===== config.mk =====
export PLATFORM = sky130hd
export DESIGN_NAME = spi_slave_port_flat
export DESIGN_NICKNAME = d
export VERILOG_FILES = /design/src/rtl/spi_pkg.sv /design/src/rtl/spi_slave_port_if.sv /design/src/rtl/spi_sync_edge.sv /design/src/rtl/spi_slave_port.sv /design/src/flat_wrapper.sv
export SDC_FILE = /design/constraint.sdc
export NUM_CORES = 1
export LEC_CHECK = 0
export ABC_CLOCK_PERIOD_IN_PS = 3420
export BUFFER_PORTS_ARGS = -buffer_cell sky130_fd_sc_hd__buf_2
export CAP_MARGIN = 20
export CORE_MARGIN = 2
export CORE_UTILIZATION = 25
export DETAILED_ROUTE_END_ITERATION = 10
export SYNTH_ARGS = -nofsm -noshare
export SYNTH_HDL_FRONTEND = slang
export SYNTH_SLANG_ARGS = --single-unit

===== constraint.sdc =====
create_clock -name clk_i -period 3.42 [get_ports clk_i]
set_input_delay 0.171 -clock clk_i [delete_from_list [all_inputs] [get_ports clk_i]]
set_output_delay 0.171 -clock clk_i [all_outputs]
set_load 0.02 [all_outputs]

===== src/rtl/spi_pkg.sv =====
// rtl/spi_pkg.sv - shared SPI link constants and responder state encoding
package spi_pkg;
  localparam int SPI_WIDTH = 8;
  localparam logic [SPI_WIDTH-1:0] SPI_FILL = '1;

  typedef enum logic [2:0] {
    WAIT_IDLE,
    IDLE,
    SHIFT,
    DONE,
    RELOAD
  } spi_state_e;
endpackage


===== src/rtl/spi_slave_port_if.sv =====
// rtl/spi_slave_port_if.sv - local-logic side of the SPI responder (tx holding, rx byte, status pulses)
interface spi_slave_port_if
  import spi_pkg::*;
#(
  parameter int WIDTH = SPI_WIDTH
);
  logic [WIDTH-1:0] tx_data;
  logic             tx_load;
  logic             tx_ready;
  logic [WIDTH-1:0] rx_data;
  logic             arrived;
  logic             underrun;
  logic             aborted;
  logic             busy;

  modport slave (
    input  tx_data, tx_load,
    output tx_ready, rx_data, arrived, underrun, aborted, busy
  );

  modport master (
    output tx_data, tx_load,
    input  tx_ready, rx_data, arrived, underrun, aborted, busy
  );
endinterface


===== src/rtl/spi_sync_edge.sv =====
// rtl/spi_sync_edge.sv - multi-flop input synchronizer with registered rise/fall detect
module spi_sync_edge #(
  parameter int   STAGES    = 2,
  parameter logic RESET_VAL = 1'b0
) (
  input  logic clk_i,
  input  logic rst_ni,
  input  logic d_i,
  output logic q_o,
  output logic rise_o,
  output logic fall_o
);
  logic [STAGES-1:0] sync_q;
  logic              prev_q;
  logic              rise_q;
  logic              fall_q;

  always_ff @(posedge clk_i or negedge rst_ni) begin
    if (!rst_ni) begin
      sync_q <= {STAGES{RESET_VAL}};
      prev_q <= RESET_VAL;
      rise_q <= 1'b0;
      fall_q <= 1'b0;
    end else begin
      sync_q <= {sync_q[STAGES-2:0], d_i};
      prev_q <= sync_q[STAGES-1];
      rise_q <= sync_q[STAGES-1] & ~prev_q;
      fall_q <= ~sync_q[STAGES-1] & prev_q;
    end
  end

  assign q_o    = sync_q[STAGES-1];
  assign rise_o = rise_q;
  assign fall_o = fall_q;
endmodule


===== src/rtl/spi_slave_port.sv =====
// rtl/spi_slave_port.sv - oversampled mode-0 SPI responder with one-deep tx holding register
module spi_slave_port
  import spi_pkg::*;
#(
  parameter int               WIDTH       = SPI_WIDTH,
  parameter int               SYNC_STAGES = 2,
  parameter logic [WIDTH-1:0] FILL        = {WIDTH{1'b1}}
) (
  input  logic clk_i,
  input  logic rst_ni,
  input  logic sclk_i,
  input  logic mosi_i,
  input  logic cs_i,
  output logic miso_o,
  spi_slave_port_if.slave bus
);
  localparam int CNT_W = $clog2(WIDTH + SYNC_STAGES + 2);
  localparam logic [CNT_W-1:0] CNT_FULL   = CNT_W'(WIDTH);
  localparam logic [CNT_W-1:0] CNT_SETTLE = CNT_W'(SYNC_STAGES + 1);

  logic sclk_s, sclk_rise, sclk_fall;
  logic cs_s, cs_rise, cs_fall;
  logic [SYNC_STAGES-1:0] mosi_q;
  logic mosi_s;

  spi_sync_edge #(.STAGES(SYNC_STAGES), .RESET_VAL(1'b0)) u_sclk_sync (
    .clk_i(clk_i), .rst_ni(rst_ni), .d_i(sclk_i),
    .q_o(sclk_s), .rise_o(sclk_rise), .fall_o(sclk_fall)
  );

  spi_sync_edge #(.STAGES(SYNC_STAGES), .RESET_VAL(1'b1)) u_cs_sync (
    .clk_i(clk_i), .rst_ni(rst_ni), .d_i(cs_i),
    .q_o(cs_s), .rise_o(cs_rise), .fall_o(cs_fall)
  );

  always_ff @(posedge clk_i or negedge rst_ni) begin
    if (!rst_ni) mosi_q <= '0;
    else         mosi_q <= {mosi_q[SYNC_STAGES-2:0], mosi_i};
  end
  assign mosi_s = mosi_q[SYNC_STAGES-1];

  spi_state_e       state_q, state_d;
  logic [CNT_W-1:0] cnt_q, cnt_d;
  logic [WIDTH-1:0] rx_sr_q, rx_sr_d, tx_sr_q, tx_sr_d;
  logic [WIDTH-1:0] hold_q, hold_d, rx_data_q, rx_data_d;
  logic             hold_full_q, hold_full_d;
  logic             pend_q, pend_d;
  logic             underrun_q, underrun_d, aborted_q, aborted_d;
  logic             load;
  logic [WIDTH-1:0] rx_next;

  assign rx_next = {rx_sr_q[WIDTH-2:0], mosi_s};

  always_ff @(posedge clk_i or negedge rst_ni) begin
    if (!rst_ni) begin
      state_q     <= WAIT_IDLE;
      cnt_q       <= '0;
      rx_sr_q     <= '0;
      tx_sr_q     <= '0;
      hold_q      <= '0;
      hold_full_q <= 1'b0;
      rx_data_q   <= '0;
      pend_q      <= 1'b0;
      underrun_q  <= 1'b0;
      aborted_q   <= 1'b0;
    end else begin
      state_q     <= state_d;
      cnt_q       <= cnt_d;
      rx_sr_q     <= rx_sr_d;
      tx_sr_q     <= tx_sr_d;
      hold_q      <= hold_d;
      hold_full_q <= hold_full_d;
      rx_data_q   <= rx_data_d;
      pend_q      <= pend_d;
      underrun_q  <= underrun_d;
      aborted_q   <= aborted_d;
    end
  end

  always_comb begin
    state_d     = state_q;
    cnt_d       = cnt_q;
    rx_sr_d     = rx_sr_q;
    tx_sr_d     = tx_sr_q;
    hold_d      = hold_q;
    hold_full_d = hold_full_q;
    rx_data_d   = rx_data_q;
    pend_d      = pend_q;
    underrun_d  = 1'b0;
    aborted_d   = 1'b0;
    load        = 1'b0;

    case (state_q)
      // Reset values of the synchronizers look like an idle bus, so demand a real settled idle.
      WAIT_IDLE: begin
        if (cs_s && !sclk_s) begin
          if (cnt_q == CNT_SETTLE) begin
            state_d = IDLE;
            cnt_d   = '0;
          end else begin
            cnt_d = cnt_q + 1'b1;
          end
        end else begin
          cnt_d = '0;
        end
      end
      IDLE: begin
        if (cs_fall) begin
          load    = 1'b1;
          cnt_d   = '0;
          state_d = SHIFT;
        end
      end
      SHIFT: begin
        if (cs_rise) begin
          aborted_d = (cnt_q != '0);
          cnt_d     = '0;
          pend_d    = 1'b0;
          state_d   = IDLE;
        end else if (sclk_rise) begin
          rx_sr_d = rx_next;
          cnt_d   = cnt_q + 1'b1;
          if (cnt_q == '0 && pend_q) begin
            underrun_d = 1'b1;
            pend_d     = 1'b0;
          end
          if (cnt_q + 1'b1 == CNT_FULL) begin
            rx_data_d = rx_next;
            state_d   = DONE;
          end
        end else if (sclk_fall && cnt_q != '0) begin
          tx_sr_d = {tx_sr_q[WIDTH-2:0], 1'b0};
        end
      end
      DONE: begin
        cnt_d   = '0;
        state_d = cs_s ? IDLE : RELOAD;
      end
      RELOAD: begin
        if (cs_rise) begin
          state_d = IDLE;
        end else if (sclk_fall) begin
          load    = 1'b1;
          state_d = SHIFT;
        end
      end
      default: state_d = WAIT_IDLE;
    endcase

    if (load) begin
      if (hold_full_q) begin
        tx_sr_d     = hold_q;
        hold_full_d = bus.tx_load;
        if (bus.tx_load) hold_d = bus.tx_data;
      end else if (bus.tx_load) begin
        tx_sr_d = bus.tx_data;
      end else begin
        tx_sr_d = FILL;
        // A reload fires on the trailing fall of the previous byte; only flag underrun
        // once the master actually clocks that byte.
        if (state_q == IDLE) underrun_d = 1'b1;
        else                 pend_d     = 1'b1;
      end
    end else if (bus.tx_load && !hold_full_q) begin
      hold_d      = bus.tx_data;
      hold_full_d = 1'b1;
    end
  end

  assign bus.tx_ready = ~hold_full_q;
  assign bus.rx_data  = rx_data_q;
  assign bus.arrived  = (state_q == DONE);
  assign bus.underrun = underrun_q;
  assign bus.aborted  = aborted_q;
  assign bus.busy     = ~cs_s;
  assign miso_o       = ~cs_s & tx_sr_q[WIDTH-1];
endmodule


===== src/flat_wrapper.sv =====
// flat-port wrapper written by rule: the top's interface ports become plain ports
module spi_slave_port_flat import spi_pkg::*;
#(
  parameter int               WIDTH       = SPI_WIDTH,
  parameter int               SYNC_STAGES = 2,
  parameter logic [WIDTH-1:0] FILL        = {WIDTH{1'b1}}
)
  (clk_i, rst_ni, sclk_i, mosi_i, cs_i, miso_o, bus_tx_data, bus_tx_load, bus_tx_ready, bus_rx_data, bus_arrived, bus_underrun, bus_aborted, bus_busy);
  spi_slave_port_if #(.WIDTH(WIDTH)) bus_i ();
  input  logic clk_i;
  input  logic rst_ni;
  input  logic sclk_i;
  input  logic mosi_i;
  input  logic cs_i;
  output logic miso_o;
  input wire logic [$bits(bus_i.tx_data)-1:0] bus_tx_data;
  input wire logic [$bits(bus_i.tx_load)-1:0] bus_tx_load;
  output wire logic [$bits(bus_i.tx_ready)-1:0] bus_tx_ready;
  output wire logic [$bits(bus_i.rx_data)-1:0] bus_rx_data;
  output wire logic [$bits(bus_i.arrived)-1:0] bus_arrived;
  output wire logic [$bits(bus_i.underrun)-1:0] bus_underrun;
  output wire logic [$bits(bus_i.aborted)-1:0] bus_aborted;
  output wire logic [$bits(bus_i.busy)-1:0] bus_busy;
  assign bus_i.tx_data = bus_tx_data;
  assign bus_i.tx_load = bus_tx_load;
  assign bus_tx_ready = bus_i.tx_ready;
  assign bus_rx_data = bus_i.rx_data;
  assign bus_arrived = bus_i.arrived;
  assign bus_underrun = bus_i.underrun;
  assign bus_aborted = bus_i.aborted;
  assign bus_busy = bus_i.busy;
  spi_slave_port #(.WIDTH(WIDTH), .SYNC_STAGES(SYNC_STAGES), .FILL(FILL)) u_core (.clk_i(clk_i), .rst_ni(rst_ni), .sclk_i(sclk_i), .mosi_i(mosi_i), .cs_i(cs_i), .miso_o(miso_o), .bus(bus_i));
endmodule

==> reports/summary.txt, run 1 <==
Die Footprint: 10200 sq um
Initial antenna violation count: 0
Area Overhead vs Synth: 15.4%
DIE HEIGHT: 101 um
Yosys cell types: 44
Register area share after synthesis: 57.9%
CP max FO: 11
Detailed Route Iter0 Violations: 110
WL final: 4.02 mm
Die width: 101 um
Worst path max stage delay: 0.51 ns
Pwr/cell area: 609 nW/um^2
Root Driver: clkbuf_8
PortBufs: 27
Fin Hold WS: 0.114 ns
Final weighted congestion in routability-driven placement: 0.761
Initial Utilization: 25.6%
Slew @ Worst Pin: 0.758 ns
Insertion delay to the later sink of the worst-skew pair: 0.30 ns
Seq cells post-synth: 54
First-pass iteration count of the detailed router: 4
Reg area: 1360 sq um
Required @ worst endpoint: 3.60 ns
Average wire per standard cell: 12.2 um
Dpl hpwl: 2.97 mm
Layout filler cell count: 913
CTS tree: built
Nets@finish: 234
Commonest register cell after synthesis: dfrtp_1
Relative slew slack: 49.5%
# rows: 35
DRC violations left: 0
Slowest CP cell: dfrtp_1
# diodes: 0
Final Cell Area: 2700 sq um
Total GRT Usage: 8.45%
Area of the core: 9150 sq um
Setup TNS: 0 ns
Worst setup path class: register to register
Worst-path clk slew: 0.10 ns
Vias: 1493
Max VDD drop: 0.000248 V
Synthesized net count: 202
I/O pin cnt: 28
Fmax: 508 MHz
Worst-path cell chain: nor3b_4 > and2b_1 > and4b_1 > mux2i_1 > o21ai_1
Crit path DAT: 2.15 ns
Worst Path Buf+Inv: 0
CP top delay family: simple AND/OR/NAND/NOR gates
Clock sinks: 54
Final period util: 57.6%
Vias in the first global route: 1486
Multi-input logic area: 891 sq um
Worst Skew: 0.0135 ns
Post-route ant nets: 0
Worst setup SP type: register
Routed vias/inst: 4.52
Number of flops mapped to enable cells by yosys: 0
Cts hold-fix bufs: 4
Final hold vios: 0
Max cap viols: 0
Total congestion overflow: 0
RSZ-0062 raised after global routing: no
Setup Fix Bufs, Post-CTS: 0
Setup violations, final: 0
CTS-repair resized insts: 0
Mean area per synthesized cell: 12.6 sq um
Pin count of the biggest net entering global routing: 36
HP Class: input port to register
First-pass GRT wire length: 6.92 mm
CTS buffer count: 5
Status: completed
H-tree Lvls: 2
Layout cells sized above 1: 31.5%
Max Slew Vio Count: 0
Dpl cell area: 2570 sq um
YS warnings: 0
Post-synthesis instance area: 2340 sq um
Leakage: 1.23 nW
Synth async-reset ratio: 100%
Cells after Synth: 186
Clock buffer depth: 2
Tmin final: 1.97 ns
Critical path capture point type: register
==> metal layers <==
metal  up-vias  wire length [um]  GRT usage [%]
li1        727                 -              -
met1       727              1960           11.6
met2        34              1840           12.9
met3         5               151           1.66
met4         0                66           3.79
met5         -                 0              0
==> cell usage after synthesis (2+ instances only) <==
library cell	count	area [sq um]
a21oi_1	5	25.0
and3_1	3	18.8
buf_2	2	10.0
buf_6	3	33.8
clkbuf_1	2	7.51
dfrtp_1	51	1280
dfstp_2	3	78.8
ha_1	2	25.0
inv_1	10	37.5
mux2_2	23	259
mux2i_1	8	80.1
nand2_1	7	26.3
nand3_1	2	10.0
nand3b_1	3	22.5
nor2_1	8	30.0
nor2b_1	7	43.8
nor4b_1	2	17.5
o21ai_0	4	20.0
o21ai_1	7	35.0
o221ai_1	7	61.3
o22ai_1	2	12.5
o31ai_1	2	15.0
xnor2_1	2	17.5
==> layout by cell type, fill, tap and decap left out, types with 2 or more instances in the layout <==
master         count
dfrtp_1           51
buf_2             27
mux2_2            23
inv_1             10
nor2_1             8
mux2i_1            8
nor2b_1            7
nand2_1            7
o21ai_1            7
o221ai_1           7
a21oi_1            5
clkbuf_8           5
o21ai_0            4
dlygate4sd3_1      4
nand3b_1           3
and3_1             3
dfstp_2            3
nand3_1            2
nor4b_1            2
xnor2_1            2
o22ai_1            2
o31ai_1            2
ha_1               2
buf_4              2
==> registers in the layout, indices dropped and copies added (netlist names), 2 cells and up <==
name,flops
u_core.mosi_q,2
u_core.bus.rx_data,8
u_core.u_cs_sync.sync_q,2
u_core.u_sclk_sync.sync_q,2
u_core.rx_sr_q,7
u_core.hold_q,8
u_core.state_q,3
u_core.cnt_q,4
u_core.tx_sr_q,8
==> path summary, 6_finish.rpt <==
path                                                 start                          to  slack (ns)  depth (start not counted)
worst max-delay path                     u_core.state_q[0]           u_core.tx_sr_q[5]        1.45                          5
worst min-delay path                        bus_tx_data[0]            u_core.hold_q[0]        0.11                          2
worst max register to register           u_core.state_q[0]           u_core.tx_sr_q[5]        1.45                          5
worst min register to register  u_core.u_cs_sync.sync_q[0]  u_core.u_cs_sync.sync_q[1]        0.36                          0
max in group asynchronous                           rst_ni   u_core.u_sclk_sync.fall_o        2.21                          3
min in group asynchronous                           rst_ni            u_core.hold_q[0]        0.47                          2
==> kinds of logic after synthesis <==
kind of cell               count (synthesis)  share of synthesized area, %
buffers and inverters                     18                          4.11
AOI/OAI and AO/OA                         34                          9.83
DFF                                       54                          57.9
adders and majority gates                  2                          1.07
muxes                                     31                          14.5
xor gates and xnor gates                   3                          1.12
and+or+nand+nor                           44                          11.5
==> report_power, final <==
group	total (mW)	switching [mW]	internal, mW	leakage (nW)
logic	0.409	0.208	0.201	0.502
clock network	0.348	0.204	0.144	0.0441
registers	0.890	0.112	0.778	0.689
total	1.65	0.524	1.12	1.23
==> per-stage QoR <==
step                      setup WS (ns)  cells  total power [mW]  util (%)
after global placement             1.53    318              1.30      28.1
after detailed placement           1.46    318              1.31      28.1
after global routing               1.29    330              1.76      29.5
after CTS                          1.44    330              1.67      29.5
after floorplan                    1.78    186              1.22         -
final                              1.45    330              1.65      29.5
==> final cells by class <==
| class | instances | area share [%] |
|---|---|---|
| flip-flops and latches | 54 | 50.1 |
| multi-input cells | 114 | 33.0 |
| repair buffers | 33 | 7.04 |
| well taps | 111 | 5.14 |
| clock buffers | 5 | 2.55 |
| inverters | 10 | 1.39 |
| clock inverters | 3 | 0.787 |
(Power assumes the default switching activity.)
==> run 2, diff against run 1 <==
--- a/config.mk
+++ b/config.mk
@@ -5,7 +5,7 @@
 export SDC_FILE = /design/constraint.sdc
 export NUM_CORES = 1
 export LEC_CHECK = 0
-export ABC_CLOCK_PERIOD_IN_PS = 3420
+export ABC_CLOCK_PERIOD_IN_PS = 2000
 export BUFFER_PORTS_ARGS = -buffer_cell sky130_fd_sc_hd__buf_2
 export CAP_MARGIN = 20
 export CORE_MARGIN = 2
==> constraint.sdc (replaced) <==
create_clock -name clk_i -period 2 [get_ports clk_i]
set_input_delay 0.1 -clock clk_i [delete_from_list [all_inputs] [get_ports clk_i]]
set_output_delay 0.1 -clock clk_i [all_outputs]
set_load 0.02 [all_outputs]
==> run 2 against run 1 <==
Compared with the run above: hold slack got worse by 0.075 ns; cell count up 1.2%; count of clock-buffer cells in the layout increased by 1; via count up 2.0%; design area up 1.3%; routed wire length increased by 7.0%; fmax grew 7.5%; sequential share of layout area down 0.64 points; core utilization increased by 0.38 points; largest cell class unchanged.
==> reports/summary.txt, run 2 (synthesized netlist as in run 1, its figures left out) <==
CP max FO: 11 (unchanged)
First-pass iteration count of the detailed router: 4 (unchanged)
Layout cells sized above 1: 32.7% (+1.2 points)
Initial antenna violation count: 0 (unchanged)
Nets@finish: 238 (+1.7%)
Clock sinks: 54 (unchanged)
Commonest non-fill, non-tap cell in the layout: dfrtp_1
Most frequent cells in the layout: dfrtp_1 (51), buf_2 (27), mux2_2 (23), inv_1 (10)
Fmax: 545 MHz (+7.5%)
Vias: 1523 (+2.0%)
Area Overhead vs Synth: 16.9%
Relative slew slack: 71.4% (+22 points)
Slew @ Worst Pin: 0.429 ns (-0.330 ns)
# rows: 35 (unchanged)
Dpl hpwl: 3.11 mm (+4.8%)
Reg2reg setup slack: 0.17 ns (-1.28 ns)
Setup TNS: 0 ns (unchanged)
Worst setup path class: register to register
Worst setup SP type: register
Max VDD drop: 0.000366 V (+48%)
DIE HEIGHT: 101 um (unchanged)
Required @ worst endpoint: 2.18 ns (-1.42 ns)
Total congestion overflow: 0 (unchanged)
Worst-path clk slew: 0.09 ns (about the same)
Routed vias/inst: 4.56 (+0.79%)
First-pass GRT wire length: 7.39 mm (+6.8%)
Pwr/cell area: 1050 nW/um^2 (+73%)
H-tree Lvls: 2 (unchanged)
Post-route insts no fill: 334 (+1.2%)
Post-route ant nets: 0 (unchanged)
CTS-repair resized insts: 0 (unchanged)
Max cap viols: 0 (unchanged)
Tmin final: 1.83 ns (-0.137 ns)
Dpl cells: 322 (+1.3%)
Max Slew Vio Count: 0 (unchanged)
Area of the core: 9150 sq um (unchanged)
Insertion delay to the later sink of the worst-skew pair: 0.31 ns (about the same)
Critical path capture point type: register
CTS tree: built
I/O pin cnt: 28 (unchanged)
Die width: 101 um (unchanged)
WL final: 4.30 mm (+7.0%)
Final weighted congestion in routability-driven placement: 0.795 (+4.5%)
# diodes: 0 (unchanged)
Crit path DAT: 2.01 ns (-0.14 ns)
Final period util: 91.7% (+34 points)
Setup violations, final: 0 (unchanged)
Status: completed
Average wire per standard cell: 12.9 um (+5.7%)
Worst Skew: 0.00877 ns (-0.00470 ns)
RSZ-0062 raised after global routing: no
Initial Utilization: 25.6% (unchanged)
Clock buffer depth: 2 (unchanged)
Leakage: 1.26 nW (+1.9%)
Root Driver: clkbuf_8
CTS buffer count: 5 (unchanged)
Detailed Route Iter0 Violations: 66 (-40%)
Die Footprint: 10200 sq um (unchanged)
HP Class: input port to register
DRC violations left: 0 (unchanged)
Final hold vios: 0 (unchanged)
PortBufs: 27 (unchanged)
Vias in the first global route: 1517 (+2.1%)
Pin count of the biggest net entering global routing: 22 (-39%)
Total GRT Usage: 9.12% (+0.67 points)
==> run 2: cell count changes in the layout (fill, tap and decap cells not counted) <==
cell	delta
clkinv_4	-1
clkbuf_8	+1
buf_4	+4
==> run 2: worst paths after layout <==
check	from	to	cells after the start
max in group asynchronous	rst_ni	u_core.bus.rx_data[2]	3
hold reg to reg	u_core.u_sclk_sync.sync_q[0]	u_core.u_sclk_sync.sync_q[1]	0
hold / removal	bus_tx_data[1]	u_core.hold_q[1]	2
min in group asynchronous	rst_ni	u_core.hold_q[3]	2
setup / recovery	u_core.state_q[0]	u_core.tx_sr_q[1]	6
setup reg to reg	u_core.state_q[0]	u_core.tx_sr_q[1]	6
==> run 2: area by class of cell <==
cell class                      count  area, sq um
Inverter                           10         37.5
Clock inverter                      2         12.5
Sequential cell                    54         1360
Clock buffer                        6         82.6
Tap cell                          111          139
Fill cell                         924         6410
Multi-Input combinational cell    114          891
Timing Repair Buffer               37          220
==> run 2: where the power goes <==
part	internal [mW]	switching (mW)	total, mW
clock	0.279	0.347	0.626
sequential	1.33	0.183	1.51
combinational	0.372	0.372	0.743
==> run 2: repair_timing <==
item                      4_1_cts  5_1_grt
hold endpoints to repair       18        0
setup buffers                   0        0
hold buffers                    4        0
==> run 2: worst max-delay path: stages (launching register included) <==
cell and delay (ns):
dfrtp_1 0.51, nor3b_4 0.25, and2b_1 0.27, and4b_1 0.22, buf_4 0.18, mux2i_1 0.19
o21ai_1 0.08
==> run 2: routing by layer <==
metal | up-vias | share of wire, % | track usage [%] | wire length (um)
li1 | 734 | - | - | -
met1 | 764 | 48 | 12.5 | 2070
met2 | 19 | 47 | 14.0 | 2030
met3 | 6 | 2.4 | 1.66 | 104
met4 | 0 | 2.1 | 4.11 | 90
met5 | - | 0 | 0 | 0
==> run 2: per-stage QoR <==
stage,utilization (%),instance area [sq um],hold WS [ns],total power [mW],worst slack [ns]
after floorplan,-,2340,-0.196,2.09,0.361
after global placement,28.4,2600,0.0602,2.24,0.240
after detailed placement,28.4,2600,0.0671,2.28,0.181
after CTS,29.9,2740,0.0301,2.91,0.163
after global routing,29.9,2740,0.0281,3.09,0.0179
final,29.9,2740,0.0393,2.88,0.167
